[src/rtl/eoc_column_fifo.sv]
// End-of-column FIFO: stamps arbiter hits with TimeStamp/COL_ID, buffers them, grants the arbiter,
// and drains first-word-fall-through over valid/ready. EOC_FIFO_HWM_EN adds an occupancy high-water mark.
`timescale 1ns/1ps
module eoc_column_fifo #(
  parameter int unsigned DEPTH  = 8,
  parameter int unsigned AW     = 3,
  parameter logic [3:0]  COL_ID = 4'd0
) (
  input  logic          clk_40MHz,
  input  logic          rst_n,
  input  logic [26:0]   data_eoc_arbiter,
  input  logic [8:0]    TimeStamp,
  input  logic          col_enable,
  output logic          shake_hands_col,
  input  logic          dout_ready,
  output logic          dout_valid,
  output logic [39:0]   dout,
  output logic [AW:0]   fifo_count
`ifdef EOC_FIFO_HWM_EN
  ,
  output logic [AW:0]   fifo_hwm,
  input  logic          hwm_clr
`endif
);

  localparam int unsigned DATA_W = 27;
  localparam int unsigned TS_W   = 9;
  localparam int unsigned WORD_W = 4 + TS_W + DATA_W;
  localparam int unsigned CW     = AW + 1;

  logic [WORD_W-1:0] r_mem [DEPTH];
  logic [AW-1:0]     r_wr_ptr;
  logic [AW-1:0]     r_rd_ptr;
  logic [CW-1:0]     r_count;
  logic              r_grant;

  logic              w_wr;
  logic              w_rd;
  logic [CW-1:0]     w_count_next;

  // Select bit alone is not a hit; the grant already guarantees a free slot.
  assign w_wr         = r_grant & (|data_eoc_arbiter[DATA_W-1:1]);
  assign w_rd         = dout_valid & dout_ready;
  assign w_count_next = r_count + CW'(w_wr) - CW'(w_rd);

  assign shake_hands_col = r_grant;
  assign dout_valid      = (r_count != '0);
  assign dout            = r_mem[r_rd_ptr];
  assign fifo_count      = r_count;

  // Storage is intentionally not reset; pointers alone define validity.
  always_ff @(posedge clk_40MHz) begin
    if (rst_n && w_wr) begin
      r_mem[r_wr_ptr] <= {COL_ID, TimeStamp, data_eoc_arbiter};
    end
  end

  always_ff @(posedge clk_40MHz) begin
    if (!rst_n) begin
      r_wr_ptr <= '0;
      r_rd_ptr <= '0;
      r_count  <= '0;
      r_grant  <= 1'b0;
    end else begin
      if (w_wr) begin
        r_wr_ptr <= r_wr_ptr + AW'(1);
      end
      if (w_rd) begin
        r_rd_ptr <= r_rd_ptr + AW'(1);
      end
      r_count <= w_count_next;
      r_grant <= col_enable & (w_count_next < CW'(DEPTH));
    end
  end

`ifdef EOC_FIFO_HWM_EN
  logic [CW-1:0] r_hwm;

  assign fifo_hwm = r_hwm;

  // Clear reloads with the upcoming occupancy rather than zero so a non-empty FIFO stays tracked.
  always_ff @(posedge clk_40MHz) begin
    if (!rst_n) begin
      r_hwm <= '0;
    end else if (hwm_clr) begin
      r_hwm <= w_count_next;
    end else if (w_count_next > r_hwm) begin
      r_hwm <= w_count_next;
    end
  end
`endif

endmodule

[config.mk]
export PLATFORM = sky130hd
export DESIGN_NAME = eoc_column_fifo
export DESIGN_NICKNAME = d
export VERILOG_FILES = /design/src/rtl/eoc_column_fifo.sv
export SDC_FILE = /design/constraint.sdc
export NUM_CORES = 1
export LEC_CHECK = 0
export CAP_MARGIN = 40
export CORE_ASPECT_RATIO = 0.7
export CORE_MARGIN = 8
export CORE_UTILIZATION = 39
export DETAILED_ROUTE_END_ITERATION = 8
export SLEW_MARGIN = 0
export SYNTH_ARGS = -nofsm -noshare
export SYNTH_HDL_FRONTEND = slang
export SYNTH_SLANG_ARGS = --single-unit
[constraint.sdc]
create_clock -name clk_40MHz -period 15.76 [get_ports clk_40MHz]
set_input_delay 2.364 -clock clk_40MHz [delete_from_list [all_inputs] [get_ports clk_40MHz]]
set_output_delay 2.364 -clock clk_40MHz [all_outputs]
set_load 0.03 [all_outputs]
==> impl_metrics.tcl <==
set metrics [dict create \
    clk_latency_ps 550 \
    avgSynthCellArea_um2 23.4 \
    num_rows 53 \
    synthAdderAreaFrac_pct 0.907 \
    leakage_nw 4.65 \
    post_drt_wl_per_cell_um 23.2 \
    crit_path_end_kind "output pin" \
    die_area_mm2 0.0364 \
    slew_headroom_pct 45.1 \
    cts_tree "done" \
    ir_drop_mv 0.0916 \
    die_w_um 224 \
    grt_pass1_wl_um 36700 \
    finalMaxSlewViolations 0 \
    cts_setup_buffers 0 \
    num_vias 5472 \
    async_reset_ff_share_pct 0 \
    reg2reg_depth 11 \
    highest_layer "met5" \
    power.total_mw 2.19 \
    start_util_pct 39.6 \
    finalClockSkew_ps 10.8 \
    synth_top_family_by_area "multiplexers" \
    io_buffers 81 \
    cp_slowest_cell "dfxtp_4" \
    fin_crit_ps 5940 \
    fmax_ghz 0.168 \
    path_depth 4 \
    hold_viol_final 0 \
    hold_buffers 0 \
    setup_slack_ps 9820 \
    coreArea_mm2 0.0300 \
    wl_met1_um 11100 \
    die_h_um 162 \
    cp_top_family "buffers and inverters" \
    setup_tns_ps 0 \
    worstSetupStartpointType "flop" \
    overflow 0 \
    wl_met3_um 1470 \
    post-place-cells 995 \
    netlist-cell-type-count 35 \
    cts_resized 0 \
    hold_depth 2 \
    wirelength_um 24400 \
    final_common_cell "edfxtp_1" \
    clockBufferDepth 3 \
    layout_common_cells "edfxtp_1 (288), clkdlybuf4s50_1 (81), mux4_1 (72)" \
    drv_cap 0 \
    area.growth.synth_to_final_pct 21.0 \
    first_pass_iters 4 \
    crit_arrival_ps 3580 \
    setup_viol 0 \
    wl_met2_um 11600 \
    grt_start_max_net_pins 45 \
    drive_gt1_share_pct 18.7 \
    ant_nets 0 \
    crit_chain "buf_4 > mux4_1 > mux2_2 > clkdlybuf4s50_1" \
    synth-simple-area-share_pct 1.82 \
    root_buffer "clkbuf_16" \
    final_cells 1053 \
    synthCells 506 \
    fin_nets 664 \
    diodes 0 \
    holdWs_ps 496 \
    syn_area_mm2 0.0119 \
    place_ws_ps 10120 \
    routed_via_density 5.20 \
    dp.final_hpwl_um 14300 \
    synth_xor_area_share_pct 0.295 \
    clk_pin_slew_ps 60 \
    antenna_found_initial 2 \
    gp_congestion 0.712 \
    synth-seq-area-share_pct 75.3 \
    hold_class "reg2reg" \
    yosys_warnings 0 \
    grt_pass1_vias 5867 \
    drtIter0Drc 394 \
    muxShareOfSynthArea_pct 19.6 \
    cp_slowest_stage_delay_ps 690 \
    run_status "finished clean" \
    numClockSinks 302 \
    synth-edff-count 288 \
    rsz0062_at_grt "no" \
    worst_pin_slew_ps 822 \
    crit_buf_inv 2 \
    ys_seq_elements 302 \
    worstPathMaxFanout 44 \
    ys.flop_type "edfxtp_1" \
    p_per_area_mw_per_mm2 152 \
    synth_compound_area_share_pct 0.380 \
    grt.total_usage_pct 13.4 \
    path_class "reg2out" \
    htreeDepth 1 \
    worstPathRequired_ps 13400 \
    cts_buffers 31 \
    drc 0 \
    fin_crit_sh_pct 37.7 \
    pin_count 86 \
]
kinds of logic (layout without fill, tap and decap cells):
family	Yosys count	in the layout
AOI/OAI and AO/OA	7	7
xor gates and xnor gates	4	4
adders and majority gates	8	8
buffers and inverters	33	165
DFF	302	302
muxes	111	111
other	1	4
and+or+nand+nor	40	40
worst min-delay path, cell delays in order (launching register included):
cell	delay, ps
dfxtp_1	310
nand2_1	50
a21boi_0	80
per-layer routing:
| metal | global-route usage, % | vias to the layer above |
|---|---|---|
| met2 | 21.3 | 139 |
| li1 | - | 2413 |
| met3 | 3.33 | 33 |
| met5 | 0.140 | - |
| met4 | 2.61 | 4 |
| met1 | 18.6 | 2883 |
power breakdown:
group	total [mW]	internal, mW	switching [mW]
combinational	0.470	0.236	0.234
clock	0.772	0.472	0.300
sequential	0.948	0.910	0.0380
worst paths after layout:
check | startpoint | to | slack, ps
worst max-delay path | flop | dout[4] | 9820
worst min-delay path | r_rd_ptr[1] | flop | 500
worst max register to register | fifo_count[2] | fifo_count[2] | 13160
worst min register to register | r_rd_ptr[1] | flop | 500
registers in the layout, indices dropped and copies added (netlist names), named ones only:
name             flops
r_wr_ptr             3
r_mem              288
shake_hands_col      1
r_rd_ptr             3
fifo_count           4
cell usage after synthesis (2+ instances only):
library cell	n	area share (%)
xnor2_1	3	0.22
buf_1	8	0.25
edfxtp_1	288	73
nand2_1	7	0.22
buf_6	8	0.76
and2_1	6	0.32
mux2i_1	3	0.25
inv_1	6	0.19
nand4_1	2	0.11
nor4_1	8	0.42
buf_4	4	0.25
mux4_1	72	16
nand2b_1	2	0.11
clkbuf_1	5	0.16
nor3_1	4	0.17
mux2_2	36	3.4
nand3_1	5	0.21
dfxtp_1	14	2.4
ha_1	7	0.74
nor2_1	3	0.095
area by class of cell:
type | instances | area (um2)
clock buffer | 41 | 907
inverter | 6 | 22.5
multi-input combinational | 174 | 2790
fill | 2479 | 15600
tap | 412 | 515
sequential | 302 | 8940
clock inverter | 17 | 208
timing repair buffer | 101 | 977
per-stage QoR:
step / area (um2) / utilization, %
final: 14400 / 47.9
after global routing: 14400 / 47.9
after CTS: 14400 / 47.9
after detailed placement: 13200 / 44.2
after global placement: 13200 / 44.1
after floorplan: 11900 / -
Note: power is estimated with default switching activity, not from simulation.
